`src/rtl/servant_sched_pkg.sv`:
```
// Shared types and constants for the servant RAM scheduler.
package servant_sched_pkg;

  typedef enum logic {
    IDLE = 1'b0,
    BUSY = 1'b1
  } sched_state_t;

  localparam int GW = 2;
  localparam logic [31:0] DEF_ERR_DATA = 32'hDEAD_BEEF;

  localparam int P_IBUS = 0;
  localparam int P_DBUS = 1;
  localparam int P_SBUS = 2;

endpackage

```
`src/rtl/servant_rr_pick.sv`:
```
// Rotating-priority encoder: first asserted request searching upward from last+1, wrapping at NM.
module servant_rr_pick
  import servant_sched_pkg::*;
#(
  parameter int NM = 3
) (
  input  logic [NM-1:0] req,
  input  logic [GW-1:0] last,
  output logic [GW-1:0] grant,
  output logic          valid
);

  logic [GW:0] idx;

  // Walk from the farthest candidate back to the nearest so the nearest set request wins.
  always_comb begin
    grant = '0;
    valid = |req;
    idx   = '0;
    for (int i = NM; i >= 1; i--) begin
      idx = {1'b0, last} + (GW+1)'(i);
      if (idx >= (GW+1)'(NM)) begin
        idx = idx - (GW+1)'(NM);
      end
      if (req[idx[GW-1:0]]) begin
        grant = idx[GW-1:0];
      end
    end
  end

endmodule

```
`src/rtl/servant_ram_sched.sv`:
```
// Round-robin Wishbone-classic scheduler sharing one single-port RAM among NM requesters.
// Optional ack timeout enabled by defining SERVANT_RAMSCHED_TIMEOUT_EN.
module servant_ram_sched
  import servant_sched_pkg::*;
#(
  parameter int          NM       = 3,
`ifdef SERVANT_RAMSCHED_TIMEOUT_EN
  parameter int          TIMEOUT  = 255,
`endif
  parameter logic [31:0] ERR_DATA = DEF_ERR_DATA
) (
  input  logic             i_clk,
  input  logic             i_rst,
  input  logic             i_dbg_prio,
  input  logic [32*NM-1:0] i_m_adr,
  input  logic [32*NM-1:0] i_m_dat,
  input  logic [4*NM-1:0]  i_m_sel,
  input  logic [NM-1:0]    i_m_we,
  input  logic [NM-1:0]    i_m_cyc,
  output logic [32*NM-1:0] o_m_rdt,
  output logic [NM-1:0]    o_m_ack,
  output logic [31:0]      o_mem_adr,
  output logic [31:0]      o_mem_dat,
  output logic [3:0]       o_mem_sel,
  output logic             o_mem_we,
  output logic             o_mem_cyc,
  input  logic [31:0]      i_mem_rdt,
  input  logic             i_mem_ack,
  output logic [GW-1:0]    o_grant,
  output logic             o_busy,
  output logic             o_timeout
);

  sched_state_t  state_reg, state_next;
  logic [GW-1:0] grant_reg, grant_next;
  logic [GW-1:0] rr_last_reg, rr_last_next;
  logic [GW-1:0] pick_grant;
  logic          pick_valid;
  logic [GW-1:0] winner;
  logic          busy;
  logic          gcyc;
  logic          to_hit;
  logic          ack_any;
  logic [31:0]   rdt_sel;

  servant_rr_pick #(.NM(NM)) u_pick (
    .req   (i_m_cyc),
    .last  (rr_last_reg),
    .grant (pick_grant),
    .valid (pick_valid)
  );

  assign winner  = (i_dbg_prio && i_m_cyc[NM-1]) ? GW'(NM-1) : pick_grant;
  assign busy    = (state_reg == BUSY);
  assign ack_any = busy && (i_mem_ack || to_hit);
  assign rdt_sel = i_mem_ack ? i_mem_rdt : ERR_DATA;

  always_comb begin
    o_mem_adr = '0;
    o_mem_dat = '0;
    o_mem_sel = '0;
    o_mem_we  = 1'b0;
    gcyc      = 1'b0;
    for (int k = 0; k < NM; k++) begin
      if (grant_reg == GW'(k)) begin
        o_mem_adr = i_m_adr[32*k +: 32];
        o_mem_dat = i_m_dat[32*k +: 32];
        o_mem_sel = i_m_sel[4*k +: 4];
        o_mem_we  = i_m_we[k];
        gcyc      = i_m_cyc[k];
      end
    end
  end

  assign o_mem_cyc = busy && gcyc;
  assign o_grant   = grant_reg;
  assign o_busy    = busy;

  generate
    for (genvar gi = 0; gi < NM; gi++) begin : g_port
      assign o_m_ack[gi]          = ack_any && (grant_reg == GW'(gi));
      assign o_m_rdt[32*gi +: 32] = o_m_ack[gi] ? rdt_sel : 32'd0;
    end
  endgenerate

  // An ack (real or timeout) takes precedence over a requester dropping its cycle.
  always_comb begin
    state_next   = state_reg;
    grant_next   = grant_reg;
    rr_last_next = rr_last_reg;
    case (state_reg)
      IDLE: begin
        if (pick_valid) begin
          grant_next = winner;
          state_next = BUSY;
        end
      end
      BUSY: begin
        if (i_mem_ack || to_hit) begin
          state_next = IDLE;
          if (!i_dbg_prio) begin
            rr_last_next = grant_reg;
          end
        end else if (!gcyc) begin
          state_next   = IDLE;
          rr_last_next = grant_reg;
        end
      end
      default: state_next = IDLE;
    endcase
  end

  always_ff @(posedge i_clk or posedge i_rst) begin
    if (i_rst) begin
      state_reg   <= IDLE;
      grant_reg   <= '0;
      rr_last_reg <= GW'(NM-1);
    end else begin
      state_reg   <= state_next;
      grant_reg   <= grant_next;
      rr_last_reg <= rr_last_next;
    end
  end

`ifdef SERVANT_RAMSCHED_TIMEOUT_EN
  logic [15:0] cnt_reg;
  logic        timeout_reg;

  assign to_hit    = busy && (cnt_reg == 16'(TIMEOUT-1));
  assign o_timeout = timeout_reg;

  // Counter sits at zero in IDLE, so every BUSY entry starts counting from zero.
  always_ff @(posedge i_clk or posedge i_rst) begin
    if (i_rst) begin
      cnt_reg     <= '0;
      timeout_reg <= 1'b0;
    end else begin
      cnt_reg <= (busy && state_next == BUSY) ? cnt_reg + 16'd1 : 16'd0;
      if (to_hit && !i_mem_ack) begin
        timeout_reg <= 1'b1;
      end
    end
  end
`else
  assign to_hit    = 1'b0;
  assign o_timeout = 1'b0;
`endif

endmodule

```
`config.mk`:
```
export PLATFORM = sky130hd
export DESIGN_NAME = servant_ram_sched
export DESIGN_NICKNAME = d
export VERILOG_FILES = /design/src/rtl/servant_sched_pkg.sv /design/src/rtl/servant_rr_pick.sv /design/src/rtl/servant_ram_sched.sv
export SDC_FILE = /design/constraint.sdc
export NUM_CORES = 1
export LEC_CHECK = 0
export CORE_AREA = 2 2 164 166
export CTS_CLUSTER_DIAMETER = 40
export DETAILED_ROUTE_END_ITERATION = 10
export DIE_AREA = 0 0 166 168
export DONT_BUFFER_PORTS = 1
export PLACE_DENSITY = 0.32
export SLEW_MARGIN = 30
export SYNTH_ARGS = -nofsm -noshare
export SYNTH_HDL_FRONTEND = slang
export SYNTH_SLANG_ARGS = --single-unit
```
`constraint.sdc`:
```
create_clock -name i_clk -period 3 [get_ports i_clk]
set_input_delay 0.15 -clock i_clk [delete_from_list [all_inputs] [get_ports i_clk]]
set_output_delay 0.15 -clock i_clk [all_outputs]
set_load 0.005 [all_outputs]
```
==> results of run 1 <==
final cells by class:
type	instances	share of cell area (%)
multi-input combinational	341	74.6
sequential	5	4.46
antenna	2	0.170
tap	341	14.5
timing repair buffer	10	3.06
inverter	4	0.510
clock buffer	4	2.68
placed cells by master, fill, tap and decap left out, drive strengths merged, types with 2 or more instances in the layout:
cell | synthesis | routed
and2 | 97 | 97
buf | 12 | 9
clkbuf | 22 | 4
dfrtp | 4 | 4
diode | 0 | 2
ha | 3 | 3
inv | 4 | 4
mux2 | 3 | 3
mux2i | 72 | 72
nand2 | 74 | 74
nor2 | 3 | 3
nor2b | 2 | 2
nor3 | 2 | 2
nor3b | 2 | 2
o211ai | 2 | 2
o21ai | 70 | 70
power by group through the flow:
stage	clock, mW	sequential (mW)	combinational [mW]
final	0.217	0.274	1.77
after global routing	0.228	0.292	1.95
after CTS	0.221	0.284	1.83
after detailed placement	0	0.286	1.83
after global placement	0	0.283	1.84
after floorplan	0	0.138	1.44
worst max-delay path: cells and delay by family, from the launching register on:
family          cells  cell delay (ps)
compound gates      1              420
mux                 1              180
flops               1              780
buf+inv             1              440
cells in the mapped netlist, drive strengths merged (3+ instances only):
cell,instances
dfrtp,4
buf,12
mux2,3
mux2i,72
inv,4
nor2,3
o21ai,70
ha,3
clkbuf,22
and2,97
nand2,74
metal layers:
metal	global-route usage, %	part of all wire, %
met1	8.37	34
met2	17.2	54
met3	2.54	10
met4	2.23	1.9
met5	0	0
path summary, 6_finish.rpt:
| kind | startpoint | endpoint |
|---|---|---|
| max in group asynchronous | i_rst | rr_last_reg[1] |
| setup / recovery | o_grant[0] | o_mem_dat[23] |
| setup reg to reg | rr_last_reg[1] | o_grant[0] |
| hold / removal | i_m_cyc[2] | o_grant[1] |
| hold reg to reg | rr_last_reg[1] | rr_last_reg[1] |
| min in group asynchronous | i_rst | rr_last_reg[0] |
metrics by stage:
step	total power [mW]	cells	setup slack, ps	hold WS, ps	area, um2
3_5_place_dp	2.11	700	895	-25.9	2850
4_1_cts	2.34	705	652	112	2940
2_1_floorplan	1.58	384	1270	-72.2	2460
5_1_grt	2.47	707	628	129	2950
3_3_place_gp	2.12	700	905	-29.9	2850
6_report	2.26	707	781	114	2950
cells by family after synthesis:
family,Yosys count
adders and majority gates,3
muxes,75
and+or+nand+nor,183
DFF,5
AOI/OAI and AO/OA,79
other,1
buffers and inverters,38
==> report_table.html, run 1 <==
<table>
<tr><th>Metric</th><th>Value</th></tr>
<tr><th colspan="2">Floorplan</th></tr>
<tr><td>Initial cell density of the core</td><td>9.34%</td></tr>
<tr><td>Area of the core</td><td>26400 um2</td></tr>
<tr><td>Height of the die</td><td>168 um</td></tr>
<tr><td>Count of boundary I/O pins</td><td>419</td></tr>
<tr><td>DIE AREA</td><td>27900 um2</td></tr>
<tr><td>Overall die width</td><td>166 um</td></tr>
<tr><td>Row Count</td><td>60</td></tr>
<tr><th colspan="2">Clock tree</th></tr>
<tr><td>Clk sink count</td><td>5</td></tr>
<tr><td>CTS tree</td><td>built</td></tr>
<tr><td>Maximum clock path buffer count</td><td>2</td></tr>
<tr><td>Hold-fix buffers, CTS</td><td>1</td></tr>
<tr><td>CTS root buf</td><td>sky130_fd_sc_hd__clkbuf_16</td></tr>
<tr><td>Gates resized, CTS repair</td><td>0</td></tr>
<tr><td>Worst-path clk slew</td><td>30 ps</td></tr>
<tr><td>Setup Fix Bufs, Post-CTS</td><td>0</td></tr>
<tr><td>Clock buffers created by TritonCTS</td><td>3</td></tr>
<tr><td>Clock latency at the later pin of the worst-skew pair</td><td>220 ps</td></tr>
<tr><td>Htree depth</td><td>1</td></tr>
<tr><th colspan="2">STA</th></tr>
<tr><td>Slew headroom</td><td>62.6%</td></tr>
<tr><td>Post-layout minimum cycle time</td><td>2220 ps</td></tr>
<tr><td>Slew at the pin closest to its max-slew limit</td><td>561 ps</td></tr>
<tr><td>Maximum achievable frequency</td><td>0.451 GHz</td></tr>
<tr><td>Hold violation count in the final report</td><td>0</td></tr>
<tr><td>RSZ-0062 raised after global routing</td><td>false</td></tr>
<tr><td>Crit share post-route</td><td>74.0%</td></tr>
<tr><td>Final sum of negative setup slack</td><td>0 ps</td></tr>
<tr><td>Worst clock skew on the final layout</td><td>0.897 ps</td></tr>
<tr><td>Final setup violation count</td><td>0</td></tr>
<tr><td>Number of slew-limit violations in the final report</td><td>0</td></tr>
<tr><th colspan="2">Synth</th></tr>
<tr><td>FF+latch count, synth</td><td>5</td></tr>
<tr><td>Async set-or-reset flop fraction in the synthesized netlist</td><td>100%</td></tr>
<tr><td>Post-Synthesis Cell Area</td><td>2460 um2</td></tr>
<tr><td>Primary flip-flop cell chosen by synthesis mapping</td><td>sky130_fd_sc_hd__dfrtp_1</td></tr>
<tr><td>Number of warnings issued by yosys</td><td>0</td></tr>
<tr><td>Syn Nets</td><td>633</td></tr>
<tr><td>Number of flops mapped to enable cells by yosys</td><td>0</td></tr>
<tr><td>Proportion of synthesized area in mux cells</td><td>30.7%</td></tr>
<tr><td>Post-synthesis instance total</td><td>384</td></tr>
<tr><td>Average size of a mapped cell</td><td>6.41 um2</td></tr>
<tr><td>Sequential area share after synthesis</td><td>5.13%</td></tr>
<tr><td>Share of synthesized cell area in full adder, half adder and majority cells</td><td>1.53%</td></tr>
<tr><td>Cell type with the largest total area after synthesis</td><td>sky130_fd_sc_hd__mux2i_1</td></tr>
<tr><td>Post-synth top area share</td><td>29.3%</td></tr>
<tr><td>Share of the synthesized netlist area taken by xor and xnor gates</td><td>0%</td></tr>
<tr><td>Unique masters post-synth</td><td>29</td></tr>
<tr><td>Post-synthesis simple-gate area fraction</td><td>39.0%</td></tr>
<tr><td>Top area cells in the synthesized netlist</td><td>sky130_fd_sc_hd__mux2i_1 29%, sky130_fd_sc_hd__and2_1 25%, sky130_fd_sc_hd__o21ai_0 14%, sky130_fd_sc_hd__nand2_1 11%, sky130_fd_sc_hd__dfrtp_1 4.1%</td></tr>
<tr><td>Main combinational cell family by area after synthesis</td><td>simple AND/OR/NAND/NOR gates</td></tr>
<tr><td>Compound-cell area share of the yosys netlist</td><td>17.0%</td></tr>
<tr><th colspan="2">Min path</th></tr>
<tr><td>Hold depth</td><td>2</td></tr>
<tr><td>Type of the worst min-delay path</td><td>input port to flip-flop</td></tr>
<tr><th colspan="2">Worst setup path</th></tr>
<tr><td>Worst R2R Path Depth</td><td>6</td></tr>
<tr><td>Crit end category</td><td>primary output</td></tr>
<tr><td>CP Launch Type</td><td>flip-flop</td></tr>
<tr><td>CP required</td><td>2850 ps</td></tr>
<tr><td>Ordered list of cells on the worst path</td><td>buf_4, mux2i_1, o21ai_0</td></tr>
<tr><td>Worst path max stage delay</td><td>780 ps</td></tr>
<tr><td>R2R setup slack</td><td>1140 ps</td></tr>
<tr><td>Max FO, Critical Path</td><td>32</td></tr>
<tr><td>Cell at the slowest stage of the critical path</td><td>sky130_fd_sc_hd__dfrtp_4</td></tr>
<tr><td>Crit path kind</td><td>flip-flop to primary output</td></tr>
<tr><td>Crit path DAT</td><td>2070 ps</td></tr>
<tr><th colspan="2">Final layout</th></tr>
<tr><td>Fraction of layout instances using a drive strength above 1</td><td>5.77%</td></tr>
<tr><td>Total area of multi-input combinational cells</td><td>2200 um2</td></tr>
<tr><td>Core occupancy in the finished layout</td><td>11.2%</td></tr>
<tr><td>Fin nets</td><td>614</td></tr>
<tr><td>Register cell area after layout</td><td>131 um2</td></tr>
<tr><td>Count of fill cells added during filler insertion</td><td>3028</td></tr>
<tr><td>Synthesis-to-layout area growth</td><td>19.7%</td></tr>
<tr><th colspan="2">Drt</th></tr>
<tr><td>Mean number of vias per cell</td><td>3.90</td></tr>
<tr><td>Pre-Repair DR Iteration Count</td><td>4</td></tr>
<tr><td>Final wirelength</td><td>13600 um</td></tr>
<tr><td>Post-DR wirelength/cell</td><td>19.2 um</td></tr>
<tr><td>Initial DRC Count</td><td>77</td></tr>
<tr><td>Post-route DRC violation count</td><td>0</td></tr>
<tr><td>Vias</td><td>2760</td></tr>
<tr><td>Number of routed nets with antenna violations</td><td>0</td></tr>
<tr><th colspan="2">Placed design</th></tr>
<tr><td>DP Wirelength</td><td>11700 um</td></tr>
<tr><td>Final weighted congestion in routability-driven placement</td><td>0.852</td></tr>
<tr><td>Number of buffer cells added on primary ports</td><td>0</td></tr>
<tr><th colspan="2">Run status</th></tr>
<tr><td>Result of the run</td><td>completed</td></tr>
<tr><th colspan="2">Power</th></tr>
<tr><td>Switching share of power</td><td>58.3%</td></tr>
<tr><td>NetSw</td><td>1.32 mW</td></tr>
<tr><td>Logic gate share of total power</td><td>78.3%</td></tr>
<tr><td>Clock share of power</td><td>9.6%</td></tr>
<tr><td>Register share of total power</td><td>12.1%</td></tr>
<tr><td>Power Dens Cells</td><td>768 nW/um2</td></tr>
<tr><td>IR drop worst, VDD</td><td>0.247 mV</td></tr>
<tr><td>Cell Int Power</td><td>0.944 mW</td></tr>
<tr><td>Leakage component of the power</td><td>1.07 nW</td></tr>
<tr><th colspan="2">Global routing</th></tr>
<tr><td>Total grt overflow</td><td>0</td></tr>
<tr><td>Gr usage total</td><td>8.52%</td></tr>
<tr><td>Antenna violations before repair</td><td>2</td></tr>
<tr><td>Pin count of the biggest net entering global routing</td><td>55</td></tr>
<tr><td>First-pass GRT wire length</td><td>17600 um</td></tr>
<tr><td>Via count of the first global-routing pass</td><td>2537</td></tr>
<tr><th colspan="2">Run</th></tr>
<tr><td>Max Cap Viol</td><td>0</td></tr>
</table>
Power figures use the tool's default switching activity.
==> run 2, diff against run 1 <==
==> constraint.sdc (replaced) <==
create_clock -name i_clk -period 2.3 [get_ports i_clk]
set_input_delay 0.115 -clock i_clk [delete_from_list [all_inputs] [get_ports i_clk]]
set_output_delay 0.115 -clock i_clk [all_outputs]
set_load 0.005 [all_outputs]
==> run 2 against run 1 <==
Compared with the run above: critical path type unchanged; die area stayed put; wire length shrank 3.8%; count of clock-buffer cells in the layout unchanged; design area up 2.5%; register-to-register slack worse by 680 ps; global-route usage decreased by 0.42 points; worst hold slack lost 72 ps; flip-flop and latch count unchanged; combinational power rose by 43%.
==> report_table.html, run 2 (synthesis gave the netlist of run 1 again) <==
<table>
<tr><th>Metric</th><th>Value</th></tr>
<tr><th colspan="2">Worst setup path</th></tr>
<tr><td>R2R setup slack</td><td>460 ps</td></tr>
<tr><td>Worst R2R Path Depth</td><td>6</td></tr>
<tr><td>Most frequent CP cell</td><td>sky130_fd_sc_hd__buf_4</td></tr>
<tr><td>Crit path kind</td><td>flip-flop to primary output</td></tr>
<tr><td>Worst path max stage delay</td><td>660 ps</td></tr>
<tr><td>CP Launch Type</td><td>flip-flop</td></tr>
<tr><td>Cell at the slowest stage of the critical path</td><td>sky130_fd_sc_hd__dfrtp_4</td></tr>
<tr><td>Max FO, Critical Path</td><td>35</td></tr>
<tr><td>Worst R2R End</td><td>o_grant[0]</td></tr>
<tr><td>CP required</td><td>2180 ps</td></tr>
<tr><td>Cell family contributing the most delay on the critical path</td><td>flip-flops</td></tr>
<tr><td>Startpoint of the worst-slack reg-to-reg timing path</td><td>rr_last_reg[1]</td></tr>
<tr><td>Crit path DAT</td><td>1880 ps</td></tr>
<tr><td>Worst path bufs/invs</td><td>2</td></tr>
<tr><td>Ordered list of cells on the worst path</td><td>nor2b_4, buf_4, nand2_1, o21ai_0, buf_4</td></tr>
<tr><td>Crit end category</td><td>primary output</td></tr>
<tr><th colspan="2">Final layout</th></tr>
<tr><td>Total area of multi-input combinational cells</td><td>2200 um2</td></tr>
<tr><td>Core occupancy in the finished layout</td><td>11.5%</td></tr>
<tr><td>Final Instance Count excl. Fillers</td><td>715</td></tr>
<tr><td>Synthesis-to-layout area growth</td><td>22.7%</td></tr>
<tr><td>Register cell area after layout</td><td>131 um2</td></tr>
<tr><td>Fraction of layout instances using a drive strength above 1</td><td>7.80%</td></tr>
<tr><td>Most common cell after layout, fill and taps aside</td><td>sky130_fd_sc_hd__and2_1</td></tr>
<tr><td>Count of fill cells added during filler insertion</td><td>3036</td></tr>
<tr><td>Fin nets</td><td>622</td></tr>
<tr><td>Most frequent cells in the layout</td><td>97 x sky130_fd_sc_hd__and2_1, 74 x sky130_fd_sc_hd__nand2_1, 72 x sky130_fd_sc_hd__mux2i_1</td></tr>
<tr><th colspan="2">Global routing</th></tr>
<tr><td>Pin count of the biggest net entering global routing</td><td>40</td></tr>
<tr><td>Gr usage total</td><td>8.10%</td></tr>
<tr><td>First-pass GRT wire length</td><td>16900 um</td></tr>
<tr><td>Total grt overflow</td><td>0</td></tr>
<tr><td>Antenna violations before repair</td><td>2</td></tr>
<tr><td>Via count of the first global-routing pass</td><td>2592</td></tr>
<tr><th colspan="2">Placed design</th></tr>
<tr><td>DP Wirelength</td><td>11300 um</td></tr>
<tr><td>Number of buffer cells added on primary ports</td><td>0</td></tr>
<tr><td>Number of placed instances, taps included</td><td>708</td></tr>
<tr><td>Final weighted congestion in routability-driven placement</td><td>0.842</td></tr>
<tr><th colspan="2">Min path</th></tr>
<tr><td>Hold depth</td><td>2</td></tr>
<tr><td>Hold_sp</td><td>i_m_cyc[2]</td></tr>
<tr><td>Endpoint of the worst hold path</td><td>o_grant[1]</td></tr>
<tr><td>Type of the worst min-delay path</td><td>input port to flip-flop</td></tr>
<tr><th colspan="2">Drt</th></tr>
<tr><td>Pre-Repair DR Iteration Count</td><td>4</td></tr>
<tr><td>Post-DR wirelength/cell</td><td>18.3 um</td></tr>
<tr><td>Vias</td><td>2807</td></tr>
<tr><td>Mean number of vias per cell</td><td>3.93</td></tr>
<tr><td>Met3 WL</td><td>1210 um</td></tr>
<tr><td>Routed metal-1 wire length</td><td>4740 um</td></tr>
<tr><td>Detail Route met2 WL</td><td>6830 um</td></tr>
<tr><td>Post-route DRC violation count</td><td>0</td></tr>
<tr><td>Number of routed nets with antenna violations</td><td>0</td></tr>
<tr><td>Top layer in use</td><td>met4</td></tr>
<tr><td>Initial DRC Count</td><td>98</td></tr>
<tr><td>Final wirelength</td><td>13100 um</td></tr>
<tr><th colspan="2">Floorplan</th></tr>
<tr><td>Row Count</td><td>60</td></tr>
<tr><td>Initial cell density of the core</td><td>9.34%</td></tr>
<tr><td>Overall die width</td><td>166 um</td></tr>
<tr><td>DIE AREA</td><td>27900 um2</td></tr>
<tr><td>Count of boundary I/O pins</td><td>419</td></tr>
<tr><td>Height of the die</td><td>168 um</td></tr>
<tr><td>Area of the core</td><td>26400 um2</td></tr>
<tr><th colspan="2">Clock tree</th></tr>
<tr><td>Clock latency at the later pin of the worst-skew pair</td><td>230 ps</td></tr>
<tr><td>Worst-path clk slew</td><td>30 ps</td></tr>
<tr><td>CTS tree</td><td>built</td></tr>
<tr><td>CTS root buf</td><td>sky130_fd_sc_hd__clkbuf_16</td></tr>
<tr><td>Maximum clock path buffer count</td><td>2</td></tr>
<tr><td>Setup Fix Bufs, Post-CTS</td><td>0</td></tr>
<tr><td>Clk sink count</td><td>5</td></tr>
<tr><td>Htree depth</td><td>1</td></tr>
<tr><td>Clock buffers created by TritonCTS</td><td>3</td></tr>
<tr><td>Gates resized, CTS repair</td><td>0</td></tr>
<tr><th colspan="2">Run</th></tr>
<tr><td>Max Cap Viol</td><td>0</td></tr>
<tr><th colspan="2">Run status</th></tr>
<tr><td>Result of the run</td><td>completed</td></tr>
<tr><th colspan="2">STA</th></tr>
<tr><td>Slew at the pin closest to its max-slew limit</td><td>610 ps</td></tr>
<tr><td>RSZ-0062 raised after global routing</td><td>false</td></tr>
<tr><td>Worst clock skew on the final layout</td><td>1.20 ps</td></tr>
<tr><td>Final setup violation count</td><td>0</td></tr>
<tr><td>Post-layout minimum cycle time</td><td>2000 ps</td></tr>
<tr><td>Hold violation count in the final report</td><td>0</td></tr>
<tr><td>Final sum of negative setup slack</td><td>0 ps</td></tr>
<tr><td>Number of slew-limit violations in the final report</td><td>0</td></tr>
<tr><td>Crit share post-route</td><td>86.8%</td></tr>
<tr><td>Slew headroom</td><td>58.9%</td></tr>
<tr><td>Maximum achievable frequency</td><td>0.501 GHz</td></tr>
<tr><th colspan="2">Power</th></tr>
<tr><td>IR drop worst, VDD</td><td>0.481 mV</td></tr>
<tr><td>Leakage component of the power</td><td>1.12 nW</td></tr>
<tr><td>Power Dens Cells</td><td>1040 nW/um2</td></tr>
<tr><td>PnR Total Power</td><td>3.13 mW</td></tr>
</table>
## run 2: changes by cell type in the layout (fill, tap and decap cells not counted), sizes merged
cell	before	now
buf	9	17
## run 2: metal layers
layer  track usage, %  vias to the layer above
met5                0                        -
met4             2.34                        0
met3             2.19                       18
met2             15.9                      264
met1             8.35                     1260
li1                 -                     1265
## run 2: how the worst max path moves through the flow
stage	start	endpoint	depth (start not counted)
finish	o_grant[0]	o_mem_dat[29]	5
global route	o_grant[0]	o_mem_sel[0]	5
CTS	o_grant[0]	o_mem_sel[0]	5
detailed placement	rr_last_reg[1]	o_grant[0]	6
global placement	rr_last_reg[1]	o_grant[0]	6
floorplan	rr_last_reg[1]	o_grant[0]	6
## run 2: final cells by class
| cell class | instances | share of cell area, % |
|---|---|---|
| well taps | 341 | 14.1 |
| diodes | 2 | 0.166 |
| inverters | 4 | 0.497 |
| repair buffers | 18 | 5.39 |
| multi-input cells | 341 | 72.9 |
| flip-flops and latches | 5 | 4.35 |
| clock buffers | 4 | 2.61 |
## run 2: power by group
group	total [mW]	switching (mW)	internal, mW
clock	0.284	0.0546	0.229
combinational	2.53	1.57	0.968
sequential	0.310	0.166	0.143
total	3.13	1.79	1.34
## run 2: through the flow
step	hold WS, ps	area [um2]	setup WS (ps)
2_1_floorplan	-107	2460	575
3_3_place_gp	-64.5	2930	458
3_5_place_dp	-62.4	2930	487
4_1_cts	38.0	3010	245
5_1_grt	63.9	3020	195
6_report	42.0	3020	303
## run 2: worst reg2reg max path: stages (launching register included)
cell                       delay [ps]
sky130_fd_sc_hd__dfstp_2          520
sky130_fd_sc_hd__inv_1             60
sky130_fd_sc_hd__ha_1             350
sky130_fd_sc_hd__mux2i_1          140
sky130_fd_sc_hd__or2_0            220
sky130_fd_sc_hd__a222oi_1         270
sky130_fd_sc_hd__mux2_2           200
## run 2: timing repair
item                                   CTS  global route
setup endpoints to repair                0             0
hold buffers                             1             0
endpoints found under the hold margin    5             0
==> run 3, diff against run 2 <==
--- a/config.mk
+++ b/config.mk
@@ -5,12 +5,14 @@
 export SDC_FILE = /design/constraint.sdc
 export NUM_CORES = 1
 export LEC_CHECK = 0
-export CORE_AREA = 2 2 164 166
+export CORE_AREA = 10 10 154 156
 export CTS_CLUSTER_DIAMETER = 40
 export DETAILED_ROUTE_END_ITERATION = 10
-export DIE_AREA = 0 0 166 168
+export DIE_AREA = 0 0 164 166
 export DONT_BUFFER_PORTS = 1
-export PLACE_DENSITY = 0.32
+export GPL_TIMING_DRIVEN = 0
+export MAX_ROUTING_LAYER = met4
+export PLACE_DENSITY = 0.34
 export SLEW_MARGIN = 30
 export SYNTH_ARGS = -nofsm -noshare
 export SYNTH_HDL_FRONTEND = slang
==> run 3 against run 2 <==
Compared with the run above: clock skew hardly changed; worst hold slack better by 1.2 ps; global-route usage is 3.6 points higher; clock power hardly changed; utilization is 2.6 points higher; combinational power is 5% higher; setup slack worse by 150 ps.
==> report_table.html, run 3 (synthesis gave the netlist of run 1 again) <==
<table>
<tr><th>Metric</th><th>Value</th></tr>
<tr><th colspan="2">STA</th></tr>
<tr><td>Number of slew-limit violations in the final report</td><td>0</td></tr>
<tr><td>Final sum of negative setup slack</td><td>0 ps</td></tr>
<tr><td>Crit share post-route</td><td>93.4%</td></tr>
<tr><td>Tightest hold margin</td><td>43.2 ps</td></tr>
<tr><td>RSZ-0062 raised after global routing</td><td>false</td></tr>
<tr><td>Slew at the pin closest to its max-slew limit</td><td>524 ps</td></tr>
<tr><td>Post-layout minimum cycle time</td><td>2150 ps</td></tr>
<tr><td>Final setup violation count</td><td>0</td></tr>
<tr><td>Hold violation count in the final report</td><td>0</td></tr>
<tr><td>Maximum achievable frequency</td><td>0.466 GHz</td></tr>
<tr><td>PnR worst setup slack</td><td>152 ps</td></tr>
<tr><td>Worst clock skew on the final layout</td><td>1.10 ps</td></tr>
<tr><td>Slew headroom</td><td>64.7%</td></tr>
<tr><th colspan="2">Drt</th></tr>
<tr><td>Vias</td><td>2812</td></tr>
<tr><td>Post-route DRC violation count</td><td>0</td></tr>
<tr><td>Post-DR wirelength/cell</td><td>25.9 um</td></tr>
<tr><td>Number of routed nets with antenna violations</td><td>0</td></tr>
<tr><td>Final wirelength</td><td>17200 um</td></tr>
<tr><td>Pre-Repair DR Iteration Count</td><td>4</td></tr>
<tr><td>Mean number of vias per cell</td><td>4.23</td></tr>
<tr><td>Initial DRC Count</td><td>155</td></tr>
<tr><th colspan="2">Floorplan</th></tr>
<tr><td>DIE AREA</td><td>27200 um2</td></tr>
<tr><td>Overall die width</td><td>164 um</td></tr>
<tr><td>Initial cell density of the core</td><td>11.9%</td></tr>
<tr><td>Count of boundary I/O pins</td><td>419</td></tr>
<tr><td>Row Count</td><td>53</td></tr>
<tr><td>Area of the core</td><td>20700 um2</td></tr>
<tr><td>Height of the die</td><td>166 um</td></tr>
<tr><th colspan="2">Final layout</th></tr>
<tr><td>Fraction of layout instances using a drive strength above 1</td><td>6.43%</td></tr>
<tr><td>Number of antenna diodes</td><td>0</td></tr>
<tr><td>Post-route cell area</td><td>2920 um2</td></tr>
<tr><td>Most frequent cells in the layout</td><td>97 x sky130_fd_sc_hd__and2_1, 74 x sky130_fd_sc_hd__nand2_1, 72 x sky130_fd_sc_hd__mux2i_1</td></tr>
<tr><td>Count of fill cells added during filler insertion</td><td>2415</td></tr>
<tr><td>Synthesis-to-layout area growth</td><td>18.5%</td></tr>
<tr><td>Fin nets</td><td>639</td></tr>
<tr><td>Register cell area after layout</td><td>126 um2</td></tr>
<tr><td>Total area of multi-input combinational cells</td><td>2190 um2</td></tr>
<tr><td>Most common cell after layout, fill and taps aside</td><td>sky130_fd_sc_hd__and2_1</td></tr>
<tr><th colspan="2">Worst setup path</th></tr>
<tr><td>CP Launch Type</td><td>flip-flop</td></tr>
<tr><td>Crit path kind</td><td>flip-flop to primary output</td></tr>
<tr><td>Crit path DAT</td><td>2030 ps</td></tr>
<tr><td>Worst path max stage delay</td><td>490 ps</td></tr>
<tr><td>Crit end category</td><td>primary output</td></tr>
<tr><td>Cell at the slowest stage of the critical path</td><td>sky130_fd_sc_hd__dfrtp_1</td></tr>
<tr><td>Startpoint of the worst-slack reg-to-reg timing path</td><td>rr_last_reg[1]</td></tr>
<tr><td>Ordered list of cells on the worst path</td><td>buf_4, nor3_2, clkbuf_1, and2_1</td></tr>
<tr><td>Startpoint of the most critical setup path</td><td>o_grant[0]</td></tr>
<tr><td>CP required</td><td>2180 ps</td></tr>
<tr><td>R2R setup slack</td><td>390 ps</td></tr>
<tr><td>Max FO, Critical Path</td><td>10</td></tr>
<tr><th colspan="2">Placed design</th></tr>
<tr><td>Placement-stage cell area</td><td>2810 um2</td></tr>
<tr><td>Worst setup slack before clock tree synthesis</td><td>-114 ps</td></tr>
<tr><td>Number of buffer cells added on primary ports</td><td>0</td></tr>
<tr><td>Final weighted congestion in routability-driven placement</td><td>0.796</td></tr>
<tr><td>DP Wirelength</td><td>15700 um</td></tr>
<tr><th colspan="2">Global routing</th></tr>
<tr><td>Antenna violations before repair</td><td>0</td></tr>
<tr><td>Pin count of the biggest net entering global routing</td><td>11</td></tr>
<tr><td>Via count of the first global-routing pass</td><td>3295</td></tr>
<tr><td>Gr usage total</td><td>11.6%</td></tr>
<tr><td>Total grt overflow</td><td>0</td></tr>
<tr><td>First-pass GRT wire length</td><td>23600 um</td></tr>
<tr><th colspan="2">Clock tree</th></tr>
<tr><td>Clock latency at the later pin of the worst-skew pair</td><td>220 ps</td></tr>
<tr><td>Setup Fix Bufs, Post-CTS</td><td>0</td></tr>
<tr><td>Htree depth</td><td>1</td></tr>
<tr><td>Worst-path clk slew</td><td>30 ps</td></tr>
<tr><td>CTS root buf</td><td>sky130_fd_sc_hd__clkbuf_16</td></tr>
<tr><td>Clk sink count</td><td>5</td></tr>
<tr><td>CTS tree</td><td>built</td></tr>
<tr><td>Clock buffers created by TritonCTS</td><td>3</td></tr>
<tr><td>Maximum clock path buffer count</td><td>2</td></tr>
<tr><th colspan="2">Min path</th></tr>
<tr><td>Type of the worst min-delay path</td><td>input port to flip-flop</td></tr>
<tr><td>Hold_sp</td><td>i_m_cyc[2]</td></tr>
<tr><th colspan="2">Run</th></tr>
<tr><td>Max Cap Viol</td><td>0</td></tr>
<tr><th colspan="2">Power</th></tr>
<tr><td>Power Dens Cells</td><td>1080 nW/um2</td></tr>
<tr><td>IR drop worst, VDD</td><td>0.345 mV</td></tr>
<tr><td>Leakage component of the power</td><td>1.11 nW</td></tr>
<tr><th colspan="2">Run status</th></tr>
<tr><td>Result of the run</td><td>completed</td></tr>
</table>
## run 3: cell count changes in the layout (fill, tap and decap cells not counted), moves of 2 or more
cell / delta
sky130_fd_sc_hd__buf_12: -2
sky130_fd_sc_hd__buf_2: +9
sky130_fd_sc_hd__buf_4: -12
sky130_fd_sc_hd__clkbuf_1: +17
sky130_fd_sc_hd__clkbuf_2: +4
sky130_fd_sc_hd__dfrtp_1: +2
sky130_fd_sc_hd__diode_2: -2
## run 3: worst max-delay path, delay by kind of cell, from the launching register on
family,cells,cell delay (ps)
buffers and inverters,2,640
flip-flops,1,490
AND/OR/NAND/NOR,2,670
## run 3: path summary, 6_finish.rpt
kind	to	cells past startpoint
max	o_m_rdt[25]	4
min	o_grant[1]	2
max reg2reg	o_grant[0]	6
min reg2reg	rr_last_reg[1]	2
max in group asynchronous	rr_last_reg[1]	2
min in group asynchronous	o_grant[1]	2
## run 3: repair_timing
item | CTS | global route
endpoints found under the hold margin | 5 | 0
endpoints found under the setup margin | 38 | 14
hold buffers | 1 | 0
resized for setup | 7 | 4
## run 3: area by class of cell
cell class	instances	area share, %
multi-input combinational	341	75.0
timing repair buffer	1	0.343
inverter	4	0.515
sequential	5	4.33
clock buffer	4	2.70
tap	275	11.8
buffer	34	5.32
## run 3: layer usage
metal | up-vias | share of wire, % | routed length (um) | global-route usage [%]
met2 | 257 | 52 | 8920 | 21.7
met5 | - | 0 | 0 | -
li1 | 1294 | - | - | -
met3 | 14 | 11 | 1930 | 4.36
met4 | 0 | 1.7 | 294 | 1.79
met1 | 1247 | 35 | 6060 | 11.3
## run 3: report_power, final
group          internal [mW]  leakage [nW]  switching (mW)
Clock                  0.230        0.0382          0.0557
Combinational          0.880          1.01            1.78
Sequential             0.137        0.0592          0.0748
Total                   1.25          1.11            1.91
## run 3: per-stage QoR
| stage | util (%) | power, mW | instances |
|---|---|---|---|
| 2_1_floorplan | - | 2.06 | 384 |
| 3_3_place_gp | 13.6 | 2.98 | 659 |
| 3_5_place_dp | 13.6 | 2.95 | 659 |
| 4_1_cts | 14.1 | 3.27 | 664 |
| 5_1_grt | 14.1 | 3.52 | 664 |
| 6_report | 14.1 | 3.16 | 664 |
